--- src/rtl/lc_bank_ctrl_if.sv ---
`default_nettype none
// ============================================================================
//  Module   : lc_bank_ctrl_if
//  Purpose  : CPU bus-cycle bundle seen by the language-card controller.
//  Signals  : bus_strobe - one-cycle pulse per CPU bus cycle
//             addr[15:0] - CPU address, valid while bus_strobe is high
//             we         - 1 = CPU write cycle
//  Modports : master (CPU bus decode side), slave (controller side)
//  Revision : 1.0 - initial release
// ============================================================================
interface lc_bank_ctrl_if;
    logic        bus_strobe;
    logic [15:0] addr;
    logic        we;

    modport master (output bus_strobe, output addr, output we);
    modport slave  (input  bus_strobe, input  addr, input  we);
endinterface : lc_bank_ctrl_if
`default_nettype wire

--- src/rtl/lc_bank_ctrl.sv ---
`default_nettype none
// ============================================================================
//  Module   : lc_bank_ctrl
//  Purpose  : Language-card / Saturn bank-switched RAM controller. Decodes the
//             $C080+16*SLOT soft-switch block, tracks read-enable, bank-1 and
//             the two-access write-enable state, holds the 16K bank register
//             in Saturn mode, and maps $D000-$FFFF onto card RAM.
//  Ports    : mclk28       - system clock
//             reset_n      - asynchronous active-low reset
//             bus          - CPU bus bundle (slave modport)
//             card_addr    - {bank, offset[13:0]} card RAM address
//             card_sel     - current access is served by card RAM
//             card_ram_rd  - read-enable state
//             card_ram_we  - write-enable FSM is in WE
//             bank1        - $Dxxx bank 1 selected
//             bank_sel     - current 16K bank
//  Revision : 1.0 - initial release
// ============================================================================
module lc_bank_ctrl #(
    parameter int SLOT      = 0,
    parameter int MODE      = 0,
    parameter int BANK_BITS = 3
) (
    input  wire logic                   mclk28,
    input  wire logic                   reset_n,
    lc_bank_ctrl_if.slave               bus,
    output logic [BANK_BITS+13:0]       card_addr,
    output logic                        card_sel,
    output logic                        card_ram_rd,
    output logic                        card_ram_we,
    output logic                        bank1,
    output logic [BANK_BITS-1:0]        bank_sel
);

    // Write-enable FSM encoding
    localparam logic [1:0] ST_WP  = 2'd0;   // write protected
    localparam logic [1:0] ST_PRE = 2'd1;   // one odd read seen
    localparam logic [1:0] ST_WE  = 2'd2;   // write enabled

    localparam logic [11:0] SW_PAGE = 12'hC08 + 12'(SLOT);

    logic [1:0]           wr_state_q, wr_state_d;
    logic                 bank1_q,    bank1_d;
    logic                 read_en_q,  read_en_d;
    logic [BANK_BITS-1:0] bank_sel_q;

    logic       w_hit;
    logic [3:0] w_off;
    logic       w_bank_sw;
    logic       w_mode_hit;
    logic       w_dxxx;
    logic       w_def;
    logic [13:0] w_offset;

    assign w_off      = bus.addr[3:0];
    assign w_hit      = bus.bus_strobe && (bus.addr[15:4] == SW_PAGE);
    // In Saturn mode, offsets with bit 2 set select the 16K bank instead.
    assign w_bank_sw  = (MODE == 1) && w_off[2];
    assign w_mode_hit = w_hit && !w_bank_sw;

    always_comb begin
        wr_state_d = wr_state_q;
        bank1_d    = bank1_q;
        read_en_d  = read_en_q;
        if (w_mode_hit) begin
            bank1_d   = w_off[3];
            read_en_d = ~(w_off[0] ^ w_off[1]);
            if (!w_off[0]) begin
                wr_state_d = ST_WP;
            end else if (!bus.we) begin
                case (wr_state_q)
                    ST_WP:   wr_state_d = ST_PRE;
                    default: wr_state_d = ST_WE;
                endcase
            end else if (wr_state_q == ST_PRE) begin
                // A write between the two odd reads breaks the pair.
                wr_state_d = ST_WP;
            end
        end
    end

    always_ff @(posedge mclk28 or negedge reset_n) begin
        if (!reset_n) begin
            wr_state_q <= ST_WE;
            bank1_q    <= 1'b0;
            read_en_q  <= 1'b0;
        end else begin
            wr_state_q <= wr_state_d;
            bank1_q    <= bank1_d;
            read_en_q  <= read_en_d;
        end
    end

    generate
        if (MODE == 1) begin : g_saturn
            logic [2:0] w_bank_full;
            assign w_bank_full = {w_off[3], w_off[1], w_off[0]};
            always_ff @(posedge mclk28 or negedge reset_n) begin
                if (!reset_n) begin
                    bank_sel_q <= '0;
                end else if (w_hit && w_bank_sw) begin
                    bank_sel_q <= w_bank_full[BANK_BITS-1:0];
                end
            end
        end else begin : g_plain
            assign bank_sel_q = '0;
        end
    endgenerate

    // $Dxxx bank 1 folds onto offset $0xxx; bank 2 and $E000-$FFFF keep addr[13:12].
    assign w_dxxx   = (bus.addr[15:12] == 4'hD);
    assign w_offset = {bus.addr[13], bus.addr[12] & ~(bank1_q & w_dxxx), bus.addr[11:0]};
    assign w_def    = (bus.addr[15:14] == 2'b11) && (bus.addr[13:12] != 2'b00);

    assign card_addr   = {bank_sel_q, w_offset};
    assign card_ram_rd = read_en_q;
    assign card_ram_we = (wr_state_q == ST_WE);
    assign card_sel    = w_def && (bus.we ? card_ram_we : card_ram_rd);
    assign bank1       = bank1_q;
    assign bank_sel    = bank_sel_q;

endmodule : lc_bank_ctrl
`default_nettype wire

--- src/flat_wrapper.sv ---
// flat-port wrapper written by rule: the top's interface ports become plain ports
module lc_bank_ctrl_flat 
#(
    parameter int SLOT      = 0,
    parameter int MODE      = 0,
    parameter int BANK_BITS = 3
)
  (mclk28, reset_n, card_addr, card_sel, card_ram_rd, card_ram_we, bank1, bank_sel, bus_bus_strobe, bus_addr, bus_we);
  lc_bank_ctrl_if bus_i ();
  input  wire logic mclk28;
  input  wire logic reset_n;
  output logic [BANK_BITS+13:0] card_addr;
  output logic card_sel;
  output logic card_ram_rd;
  output logic card_ram_we;
  output logic bank1;
  output logic [BANK_BITS-1:0] bank_sel;
  input wire logic [$bits(bus_i.bus_strobe)-1:0] bus_bus_strobe;
  input wire logic [$bits(bus_i.addr)-1:0] bus_addr;
  input wire logic [$bits(bus_i.we)-1:0] bus_we;
  assign bus_i.bus_strobe = bus_bus_strobe;
  assign bus_i.addr = bus_addr;
  assign bus_i.we = bus_we;
  lc_bank_ctrl #(.SLOT(SLOT), .MODE(MODE), .BANK_BITS(BANK_BITS)) u_core (.mclk28(mclk28), .reset_n(reset_n), .bus(bus_i), .card_addr(card_addr), .card_sel(card_sel), .card_ram_rd(card_ram_rd), .card_ram_we(card_ram_we), .bank1(bank1), .bank_sel(bank_sel));
endmodule
--- config.mk ---
export PLATFORM = sky130hd
export DESIGN_NAME = lc_bank_ctrl_flat
export DESIGN_NICKNAME = d
export VERILOG_FILES = /design/src/rtl/lc_bank_ctrl_if.sv /design/src/rtl/lc_bank_ctrl.sv /design/src/flat_wrapper.sv
export SDC_FILE = /design/constraint.sdc
export NUM_CORES = 1
export LEC_CHECK = 0
export ABC_AREA = 1
export CAP_MARGIN = 20
export CELL_PAD_IN_SITES_DETAIL_PLACEMENT = 0
export CELL_PAD_IN_SITES_GLOBAL_PLACEMENT = 1
export CORE_MARGIN = 10
export CORE_UTILIZATION = 18
export CTS_BUF_LIST = sky130_fd_sc_hd__clkbuf_8 sky130_fd_sc_hd__clkbuf_16
export DETAILED_ROUTE_END_ITERATION = 10
export PLACE_DENSITY = 0.78
export RECOVER_POWER = 50
export SYNTH_ARGS = -nofsm -noshare
export SYNTH_HDL_FRONTEND = slang
export SYNTH_SLANG_ARGS = --single-unit
--- constraint.sdc ---
create_clock -name mclk28 -period 1.15 [get_ports mclk28]
set_input_delay 0.115 -clock mclk28 [delete_from_list [all_inputs] [get_ports mclk28]]
set_output_delay 0.115 -clock mclk28 [all_outputs]
set_load 0.1 [all_outputs]
# Word-level counts from Yosys, hierarchy flattened

Cells that the tools add are included.
W data, S select, Z words.

Equal/unequal tests: 6
Multiplexer cells: 5
Bitwise operators: 5
Reduce and logical (&&, ||, !) cells: 6

Operators with widths:

| kind                   | count |
|---|---|
| $eq A12 B12 Y1 const B | 1 |
| $mux W2                | 4 |
| $eq A2 B2 Y1 const B   | 2 |
| $eq A4 B4 Y1 const B   | 1 |
| $logic_and A1 B1 Y1    | 3 |
| $ne A3 B2 Y1 const B   | 1 |
| $and A1 B1 Y1          | 2 |
| $eq A2 B1 Y1 const B   | 1 |
| $logic_not A2 Y1       | 1 |
| $not A1 Y1             | 2 |
| $reduce_and A2 Y1      | 1 |
| $reduce_bool A2 Y1     | 1 |
| $mux W1                | 1 |
| $xor A1 B1 Y1          | 1 |

Flip-flop bits (word level): 4
Input bits: 20
Output and inout bits: 24
Word-level logic and storage cells: 25

# Logic depth before layout (Yosys ltp)

Word-level depth: 4
Depth in mapped cells: 8
Gate-level depth less buffers: 8

# Least setup slack after synthesis

OpenSTA, ideal clock, no wires.

Kind: reg2out
From: reg u_core.wr_state_q[1]
To: out card_sel
Data arrival time: 2,724 ps
Required time: 1,035 ps
Slack: -1,689 ps
Stages on the path, launching flop included: 7
Buffers on the path: 0
Path through: dfstp_2 -> inv_1 -> nor2_1 -> nand2_1 -> o21ai_0 -> nand3_1 -> inv_1

Longest elaborated chain between the ends: 3

Ends and longest elaborated chain:

| what                   | RTL line            | source |
|---|---|---|
| start, declared        | lc_bank_ctrl.sv:42  | `logic [1:0] wr_state_q, wr_state_d;` |
| start signal, assigned | lc_bank_ctrl.sv:88  | `wr_state_q <= wr_state_d;` |
| $eq A2 B2 Y1           | lc_bank_ctrl.sv:117 | `assign card_ram_we = (wr_state_q == ST_WE);` |
| named net card_ram_we  | flat_wrapper.sv:15  | `output logic card_ram_we;` |
| $mux W1                | lc_bank_ctrl.sv:118 | `assign card_sel = w_def && (bus.we ? card_ram_we : card_ram_rd);` |
| $logic_and A1 B1 Y1    | lc_bank_ctrl.sv:118 |  |
| end, declared          | flat_wrapper.sv:13  | `output logic card_sel;` |

The timed path passes the listed nets, and every way through them passes these cells.

# Worst setup path after layout

From: reg u_core.wr_state_q[1]
To: out card_ram_we

Longest elaborated chain between the ends: 1

Ends and longest elaborated chain:

| what          | RTL line |
|---|---|
| $eq A2 B2 Y1  | lc_bank_ctrl.sv:117 |
| end, declared | flat_wrapper.sv:15 |

Every way passes these cells.

==> flow_summary.ini <==
[run_status]
status = complete, but fails checks
violations = negative setup slack

[cells_and_area]
synthToLayoutAreaGrowth_pct = 145
regArea_sq_um = 106
nets = 140
n_antenna_cell = 0
drive_above_1_share_pct = 52.9
fin_area_sq_um = 1140
utilization_pct = 46.1
multiInputGateArea_sq_um = 246
fill_cells = 236

[hold_path]
hp-class = in -> async

[critical_path]
worstSetupPathType = reg -> out
start_kind = register
critical-path-top-delay-family = buffers and inverters
cp_data_required_time_ns = 1.03
crit_buf_inv = 6
arrival_ns = 1.39
crit_chain = inv_2 > nor2_4 > buf_4 > buf_6 > buf_6 > buf_6 > buf_12
cpMostUsedCell = buf_6
endpoint_kind = primary output
slowest_stage = dfstp_2
crit_path_max_incr_delay_ns = 0.52
path_max_fanout = 2

[logic_synthesis]
netlist_top_cells_area = buf_4 (31%), dfrtp_1 (16%), nand2_1 (12%)
synth_edf_count = 0
ys_warn_count = 0
async_flop_share_pct = 100
synth.top_cell.area_share_pct = 30.6
yosysMostFrequentCell = buf_4
ys_top_cells_by_count = buf_4 (19), nand2_1 (15), inv_1 (8), nor2_1 (6), nand3_1 (5)
yosys_most_used_dff = dfrtp_1
yosysUniqueCellTypes = 17
synth_seq_cells = 4
syn_area_sq_um = 465
synth_top_cell_by_area = buf_4
synth-seq-area-share_pct = 21.8
syn-instance-count = 70
avgSynthCellArea_sq_um = 6.65

[floorplanning]
rows = 18
floorplan.initialDensity_pct = 18.8
core-area_sq_um = 2480
fp.dieArea_sq_um = 5020
die_w_um = 70.9
pin_count = 44
die_h_um = 70.9

[clock_tree]
clk_latency_ns = 0.21
clockRootBuffer = clkbuf_8
cts_max_level = 1
clk_pin_slew_ns = 0.03
clock-sinks = 4
cts_buffers = 3
clockBufferDepth = 2
cts_hold_buffers = 0
cts_tree = yes

[power_and_ir_drop]
ir_drop_uv = 564
powerDensity_nw_per_um2 = 834
leakagePower_nw = 0.576

[sta]
period_minus_slack_ns = 1.51
setup_ws_ns = -0.356
fmax_ghz = 0.664
period_share_pct = 131
rsz0062_at_grt = yes
relSlewSlack_pct = 63.7
clock_skew_ns = 0.0000202
hold_violations = 0
setup_violations = 3
slew_viol_final = 0
tightestPinTransition_ns = 0.547

[place]
port_buffers = 35
hpwlAfterDp_um = 1510
place.gp.congestion = 0.743
placed_cell_area_sq_um = 1050

[route]
wl_per_cell_um = 12.4
via_per_inst = 3.90
ant_nets = 0
drc = 0
num_vias = 581
dr.pass1.iters = 4
wl_um = 1850
drt-initial-drc-count = 23

[global_route]
grtUsageMet2_pct = 11.5
grt-ovfl-total = 0
grt_antenna_before_repair = 0
grt_pass1_wl_um = 2790
met1_usage_pct = 6.96
top_usage_layer = met2
grt_max_degree = 7
grtUsageMet3_pct = 2.65
grt_pass1_vias = 632
grtUsageTotal_pct = 6.61

[run]
max_cap_viol_count = 0
[what timing repair did]
action | in CTS | in global routing
pin swaps | 2 | 6
setup buffers | 3 | 6
endpoints found under the setup margin | 3 | 6
gates resized for setup | 7 | 12
[logic make-up after synthesis]
kind of cell	share of synthesized area, %
flops	21.8
simple gates	35.2
other cells	0.806
xor+xnor	1.88
compound gates	2.42
buf+inv	37.9
[flip-flops by register name, summed over array words and instances, names as in the netlist]
signal              count
u_core.wr_state_q       2
u_core.bank1            1
u_core.card_ram_rd      1
[routing by layer]
metal  share of wire (%)  vias up
li1                    -      286
met1                  41      263
met2                  51       30
met3                 6.9        2
met4                0.98        0
met5                   0        -
[report_power, final]
part | switching, mW | internal [mW]
registers | 0.000312 | 0.142
logic | 0.347 | 0.164
clock network | 0.0728 | 0.228
total | 0.420 | 0.533
[final cells by class]
class | count | area share (%)
tap | 30 | 3.29
timing repair buffer | 59 | 58.6
sequential | 4 | 9.31
clock inverter | 1 | 0.329
clock buffer | 3 | 3.61
inverter | 9 | 3.29
multi-input combinational | 43 | 21.6
[per-stage QoR]
stage	power [mW]	setup TNS (ns)	hold slack [ns]	worst slack (ns)	instances
after floorplan	0.515	-0.876	-0.181	-0.656	75
after CTS	0.990	-0.685	0.101	-0.366	144
after detailed placement	0.681	-0.875	0.231	-0.171	137
final	0.953	-0.723	0.168	-0.356	149
after global routing	0.986	-0.969	0.185	-0.415	149
after global placement	0.678	-0.668	0.231	-0.140	137
[placed cells by master, fill, tap and decap left out]
cell type and count:
buf_4 19, conb_1 6, nor2_4 3, dfrtp_4 1, nand3_2 2, xor2_1 1
inv_1 6, buf_2 1, clkbuf_8 3, clkdlybuf4s50_1 11, nand3_1 3, clkbuf_2 2
nor2_2 3, o21ai_1 1, inv_2 3, a31oi_4 1, buf_12 13, dfrtp_1 1
dfrtp_2 1, nor2b_1 1, clkbuf_4 1, nand4_1 2, buf_6 5, nand2_1 14
dfstp_2 1, dlygate4sd2_1 2, dlygate4sd3_1 1, clkinvlp_4 1, nand2_2 3, dlymetal6s2s_1 4
nor2_1 3
[worst paths after layout]
check                                          start                   end  slack [ns]  cells past startpoint
min in group mclk28                      bus_addr[2]          card_addr[2]        0.23                      0
max in group asynchronous                    reset_n  u_core.wr_state_q[1]        0.74                      1
worst max register to register  u_core.wr_state_q[1]  u_core.wr_state_q[0]        0.01                      6
worst min register to register  u_core.wr_state_q[1]  u_core.wr_state_q[1]        0.60                      3
worst max-delay path            u_core.wr_state_q[1]           card_ram_we       -0.36                      7
worst min-delay path                         reset_n          u_core.bank1        0.17                      1
No activity file was read; power rests on OpenSTA's default activity.
